## src/rtl/control_unit.sv

```systemverilog
// rtl/control_unit.sv - hardwired Moore control sequencer for the Datapath_P2 bus CPU
module control_unit #(
    parameter int IR_W    = 32,
    parameter int OPC_W   = 5,
    parameter int ALUOP_W = 4
) (
    input  logic               Clock,
    input  logic               Clear,
    input  logic [IR_W-1:0]    IR,
    input  logic               CON_FF,
    input  logic               Stop,
    output logic               PCout,
    output logic               Zhighout,
    output logic               Zlowout,
    output logic               MDRout,
    output logic               HIout,
    output logic               LOout,
    output logic               InPortout,
    output logic               Cout,
    output logic               BAout,
    output logic               Rout,
    output logic               MARin,
    output logic               Zin,
    output logic               PCin,
    output logic               MDRin,
    output logic               IRin,
    output logic               Yin,
    output logic               HIin,
    output logic               LOin,
    output logic               OutPortin,
    output logic               Rin,
    output logic               CONin,
    output logic               Gra,
    output logic               Grb,
    output logic               Grc,
    output logic               IncPC,
    output logic               Read,
    output logic               Write,
    output logic [ALUOP_W-1:0] alu_op,
    output logic               Run
);

    typedef enum logic [3:0] {
        S_RST, S_T0, S_T1, S_T2, S_T3, S_T4, S_T5, S_T6, S_T7, S_HALT
    } state_t;

    localparam logic [OPC_W-1:0] OP_LD   = OPC_W'(5'b00000);
    localparam logic [OPC_W-1:0] OP_LDI  = OPC_W'(5'b00001);
    localparam logic [OPC_W-1:0] OP_ST   = OPC_W'(5'b00010);
    localparam logic [OPC_W-1:0] OP_ADD  = OPC_W'(5'b00011);
    localparam logic [OPC_W-1:0] OP_SUB  = OPC_W'(5'b00100);
    localparam logic [OPC_W-1:0] OP_AND  = OPC_W'(5'b00101);
    localparam logic [OPC_W-1:0] OP_OR   = OPC_W'(5'b00110);
    localparam logic [OPC_W-1:0] OP_ADDI = OPC_W'(5'b01100);
    localparam logic [OPC_W-1:0] OP_BR   = OPC_W'(5'b10010);
    localparam logic [OPC_W-1:0] OP_JR   = OPC_W'(5'b10011);
    localparam logic [OPC_W-1:0] OP_IN   = OPC_W'(5'b10101);
    localparam logic [OPC_W-1:0] OP_OUT  = OPC_W'(5'b10110);
    localparam logic [OPC_W-1:0] OP_MFHI = OPC_W'(5'b10111);
    localparam logic [OPC_W-1:0] OP_MFLO = OPC_W'(5'b11000);
    localparam logic [OPC_W-1:0] OP_HALT = OPC_W'(5'b11010);

    localparam logic [ALUOP_W-1:0] ALU_NONE = ALUOP_W'(0);
    localparam logic [ALUOP_W-1:0] ALU_ADD  = ALUOP_W'(1);
    localparam logic [ALUOP_W-1:0] ALU_SUB  = ALUOP_W'(2);
    localparam logic [ALUOP_W-1:0] ALU_AND  = ALUOP_W'(3);
    localparam logic [ALUOP_W-1:0] ALU_OR   = ALUOP_W'(4);

    state_t           state;
    state_t           last_step;
    logic [OPC_W-1:0] opcode;
    logic             unused_ir_bits;

    assign opcode         = IR[IR_W-1 -: OPC_W];
    assign unused_ir_bits = ^IR[IR_W-OPC_W-1:0];

    // Final execute step of each opcode; anything unrecognised is a one-step nop
    always_comb begin
        last_step = S_T3;
        case (opcode)
            OP_ADD, OP_SUB, OP_AND, OP_OR, OP_ADDI, OP_LDI: last_step = S_T5;
            OP_LD, OP_ST:                                   last_step = S_T7;
            OP_BR:                                          last_step = S_T6;
            default:                                        last_step = S_T3;
        endcase
    end

    // State sequencing: fetch, execute up to last_step, then T0 or HALT
    always_ff @(posedge Clock or negedge Clear) begin
        if (!Clear) begin
            state <= S_RST;
        end else begin
            case (state)
                S_RST:  state <= S_T0;
                S_T0:   state <= S_T1;
                S_T1:   state <= S_T2;
                S_T2:   state <= S_T3;
                S_HALT: state <= S_HALT;
                default: begin
                    if (state == last_step)
                        state <= (opcode == OP_HALT || Stop) ? S_HALT : S_T0;
                    else
                        state <= state_t'(state + 4'd1);
                end
            endcase
        end
    end

    // Moore output decode from state and opcode; branch PCin follows CON_FF live
    always_comb begin
        PCout = 1'b0; Zhighout = 1'b0; Zlowout = 1'b0; MDRout = 1'b0;
        HIout = 1'b0; LOout = 1'b0; InPortout = 1'b0; Cout = 1'b0;
        BAout = 1'b0; Rout = 1'b0;
        MARin = 1'b0; Zin = 1'b0; PCin = 1'b0; MDRin = 1'b0; IRin = 1'b0;
        Yin = 1'b0; HIin = 1'b0; LOin = 1'b0; OutPortin = 1'b0; Rin = 1'b0;
        CONin = 1'b0;
        Gra = 1'b0; Grb = 1'b0; Grc = 1'b0;
        IncPC = 1'b0; Read = 1'b0; Write = 1'b0;
        alu_op = ALU_NONE;
        Run = (state != S_RST) && (state != S_HALT);
        case (state)
            S_T0: begin PCout = 1'b1; MARin = 1'b1; IncPC = 1'b1; Zin = 1'b1; end
            S_T1: begin Zlowout = 1'b1; PCin = 1'b1; Read = 1'b1; MDRin = 1'b1; end
            S_T2: begin MDRout = 1'b1; IRin = 1'b1; end
            S_T3: begin
                case (opcode)
                    OP_ADD, OP_SUB, OP_AND, OP_OR, OP_ADDI: begin Grb = 1'b1; Rout = 1'b1; Yin = 1'b1; end
                    OP_LDI, OP_LD, OP_ST:  begin Grb = 1'b1; BAout = 1'b1; Yin = 1'b1; end
                    OP_BR:   begin Gra = 1'b1; Rout = 1'b1; CONin = 1'b1; end
                    OP_JR:   begin Gra = 1'b1; Rout = 1'b1; PCin = 1'b1; end
                    OP_IN:   begin InPortout = 1'b1; Gra = 1'b1; Rin = 1'b1; end
                    OP_OUT:  begin Gra = 1'b1; Rout = 1'b1; OutPortin = 1'b1; end
                    OP_MFHI: begin HIout = 1'b1; Gra = 1'b1; Rin = 1'b1; end
                    OP_MFLO: begin LOout = 1'b1; Gra = 1'b1; Rin = 1'b1; end
                    default: ;
                endcase
            end
            S_T4: begin
                case (opcode)
                    OP_ADD: begin Grc = 1'b1; Rout = 1'b1; Zin = 1'b1; alu_op = ALU_ADD; end
                    OP_SUB: begin Grc = 1'b1; Rout = 1'b1; Zin = 1'b1; alu_op = ALU_SUB; end
                    OP_AND: begin Grc = 1'b1; Rout = 1'b1; Zin = 1'b1; alu_op = ALU_AND; end
                    OP_OR:  begin Grc = 1'b1; Rout = 1'b1; Zin = 1'b1; alu_op = ALU_OR;  end
                    OP_ADDI, OP_LDI, OP_LD, OP_ST: begin Cout = 1'b1; Zin = 1'b1; alu_op = ALU_ADD; end
                    OP_BR:  begin PCout = 1'b1; Yin = 1'b1; end
                    default: ;
                endcase
            end
            S_T5: begin
                case (opcode)
                    OP_ADD, OP_SUB, OP_AND, OP_OR, OP_ADDI, OP_LDI: begin Zlowout = 1'b1; Gra = 1'b1; Rin = 1'b1; end
                    OP_LD, OP_ST: begin Zlowout = 1'b1; MARin = 1'b1; end
                    OP_BR:        begin Cout = 1'b1; Zin = 1'b1; alu_op = ALU_ADD; end
                    default: ;
                endcase
            end
            S_T6: begin
                case (opcode)
                    OP_LD: begin Read = 1'b1; MDRin = 1'b1; end
                    OP_ST: begin Gra = 1'b1; Rout = 1'b1; MDRin = 1'b1; end
                    OP_BR: begin Zlowout = 1'b1; PCin = CON_FF; end
                    default: ;
                endcase
            end
            S_T7: begin
                case (opcode)
                    OP_LD: begin MDRout = 1'b1; Gra = 1'b1; Rin = 1'b1; end
                    OP_ST: Write = 1'b1;
                    default: ;
                endcase
            end
            default: ;
        endcase
    end

endmodule

```

## config.mk

```make
export PLATFORM = sky130hd
export DESIGN_NAME = control_unit
export DESIGN_NICKNAME = d
export VERILOG_FILES = /design/src/rtl/control_unit.sv
export SDC_FILE = /design/constraint.sdc
export NUM_CORES = 1
export LEC_CHECK = 0
export ABC_AREA = 1
export BUFFER_PORTS_ARGS = -buffer_cell sky130_fd_sc_hd__buf_2
export CAP_MARGIN = 20
export CORE_MARGIN = 4
export CORE_UTILIZATION = 43
export CTS_CLUSTER_SIZE = 12
export DETAILED_ROUTE_END_ITERATION = 12
export PLACE_DENSITY = 0.93
export SYNTH_ARGS = -nofsm -noshare
export SYNTH_HDL_FRONTEND = slang
export SYNTH_SLANG_ARGS = --single-unit
```

## constraint.sdc

```tcl
create_clock -name Clock -period 2.9 [get_ports Clock]
set_input_delay 0.145 -clock Clock [delete_from_list [all_inputs] [get_ports Clock]]
set_output_delay 0.145 -clock Clock [all_outputs]
set_load 0.01 [all_outputs]
```

==> out/metrics.cfg <==
[outcome]
status=completed

[routing]
via_count=1132
wirelength_mm=2.54
first_pass_iters=4
avgRoutedWirePerCell_um=11.5
vias_per_cell=5.12
drtAntennaViolNets=0
drcViolationCount=0
drt_iter0_markers=28

[grt]
grt_overflow=0
antenna_found_initial=0
first_global_vias=999
grt_pass1_wl_mm=4.00
grt_max_degree=12
grt.total_usage=0.189

[place]
dp_cells=217
dp_hpwl_mm=2.02
io_buffers=36
dpl-instance-area_um2=1040
gp_congestion=0.949
post-place-ws_ns=1.01

[power_and_ir_drop]
p_sw_frac=0.550
p_seq_frac=0.167
ir_drop_v=0.000397
leakagePower_nw=0.680
switchingPower_w=0.000395
powerDensity_nw_per_um2=669
internal_power_w=0.000324
power_w=0.000719
comb_power_share=0.733
pwr-share-clk=0.100

[cells_and_area]
final_area_um2=1070
instances_no_fill=221
largest_reg_flops=4
drive_gt1_frac=0.263
diodes=0
reg_top3=state (4)
nets=236
largest-register=state
syn_to_final_growth_pct=23.6

[sta]
post-route-period-util=0.749
fmax_ghz=0.460
slew_viol_final=0
rsz0062_at_grt=false
finClkSkew_ns=0.00568
min_period_ns=2.17
fin_setup_tns_ns=0
setup_viol=0
finalHoldViolations=0
finalWorstSetupSlack_ns=0.728

[yosys]
synth_cell_types=30
synth.area.top_cells=nand2_1 (20%), dfrtp_1 (12%), nand3_1 (9.8%)
avgSynthCellArea_um2=5.50
synth.most_common_cell=nand2_1
netlist_instances=158
synth_top_area_share=0.199
synth_common_cells=nand2_1 (46), inv_1 (19), nor2_1 (18)
ys_seq_area_frac=0.115
ys.flop_type=dfrtp_1
synth-seq-cells=4
synth_edf_count=0
synth_top_area_cell=nand2_1
netlist_area_um2=870
synth-async-reset-ratio=1.00
yosysWarningCount=0

[clock_network]
root_buffer=clkbuf_4
cts-buffers-inserted=3
cts_buffer_depth=2
ctsHtreeMaxLevel=1
cts_num_sinks=4
cts_tree=yes
path_clk_slew_ns=0.04
insertion_delay_ns=0.24
post_cts_resized=0

[floorplanning]
die_area_um2=2810
coreArea_um2=1940
start_util=0.448
die_x_um=53.0
ios=68
die_h_um=53.0
placementRows=16

[critical_path]
cp_top_family=simple AND/OR/NAND/NOR gates
critPathBufInv=3
critPathKind=flip-flop to primary output
crit_path_max_incr_delay_ns=0.44
reg2reg_depth=7
cp-end-kind=primary output
crit_required_ns=2.76
worstPathArrival_ns=2.03
crit_slowest_cell=dfrtp_1
worstPathCellList=inv_1 -> ha_1 -> nand2_1 -> inv_1 -> nand2_1 -> o22ai_1 -> nor2_1 -> o211ai_1 -> buf_2
cp-start-kind=flip-flop
path_depth=9
crit_fanout=11

[run]
maxCapViolations=0

[min_path]
hold_class=input port to async pin

[placed cells by master, fill, tap and decap left out, types with 3 or more instances in the layout]
cell type,Yosys,final
clkbuf_4,0,3
o211ai_1,4,4
ha_1,4,4
nand2_1,46,46
conb_1,1,4
nand3_1,17,17
dfrtp_1,4,4
inv_1,19,19
nor3_1,6,6
o21ai_0,6,6
a21oi_1,4,4
buf_2,1,36
nand4_1,4,4
nor2_1,18,18
[path summary, 6_finish.rpt]
check	start	slack [ns]	end
hold reg to reg	state[0]$_DFF_PN0_	0.66	state[0]$_DFF_PN0_
setup reg to reg	state[1]$_DFF_PN0_	1.30	state[2]$_DFF_PN0_
max in group asynchronous	Clear	2.54	state[2]$_DFF_PN0_
hold / removal	Clear	0.24	state[3]$_DFF_PN0_
setup / recovery	state[1]$_DFF_PN0_	0.73	Gra
min in group Clock	Stop	0.34	state[3]$_DFF_PN0_
[stage by stage]
| stage | hold slack [ns] | util |
|---|---|---|
| after floorplan | -0.151 | - |
| after global placement | -0.0498 | 0.537 |
| after detailed placement | -0.0480 | 0.537 |
| after CTS | 0.254 | 0.553 |
| after global routing | 0.255 | 0.553 |
| final | 0.239 | 0.553 |
[area by class of cell]
| cell class | count | area, µm² |
|---|---|---|
| well taps | 27 | 33.8 |
| inverters | 21 | 78.8 |
| clock buffers | 3 | 22.5 |
| fillers | 196 | 867 |
| repair buffers | 37 | 190 |
| flip-flops and latches | 4 | 100 |
| multi-input cells | 129 | 649 |
[timing repair]
action                                 4_1_cts  5_1_grt
hold buffers                                 1        0
endpoints found under the hold margin        4        0
buffers inserted                             0        0
[metal layers]
metal | up-vias | GRT usage | share of wire
met4 | 0 | 0.111 | 0.015
met2 | 48 | 0.326 | 0.49
met5 | - | 0 | 0
met3 | 5 | 0.0423 | 0.091
li1 | 578 | - | -
met1 | 501 | 0.210 | 0.40
[kinds of logic after synthesis]
kind of cell	share of synthesized area
other cells	0.00431
buf+inv	0.151
compound gates	0.142
simple gates	0.509
flops	0.115
fa+ha+maj	0.0576
xor+xnor	0.0201
[power by group through the flow]
stage	Combinational, W	Clock (W)	Sequential, W
finish	0.000527	0.0000721	0.000120
global route	0.000593	0.0000777	0.000125
CTS	0.000523	0.0000717	0.000120
detailed placement	0.000517	0	0.000120
global placement	0.000512	0	0.000119
floorplan	0.000376	0	0.000111
Note: power is estimated with default switching activity, not from simulation.
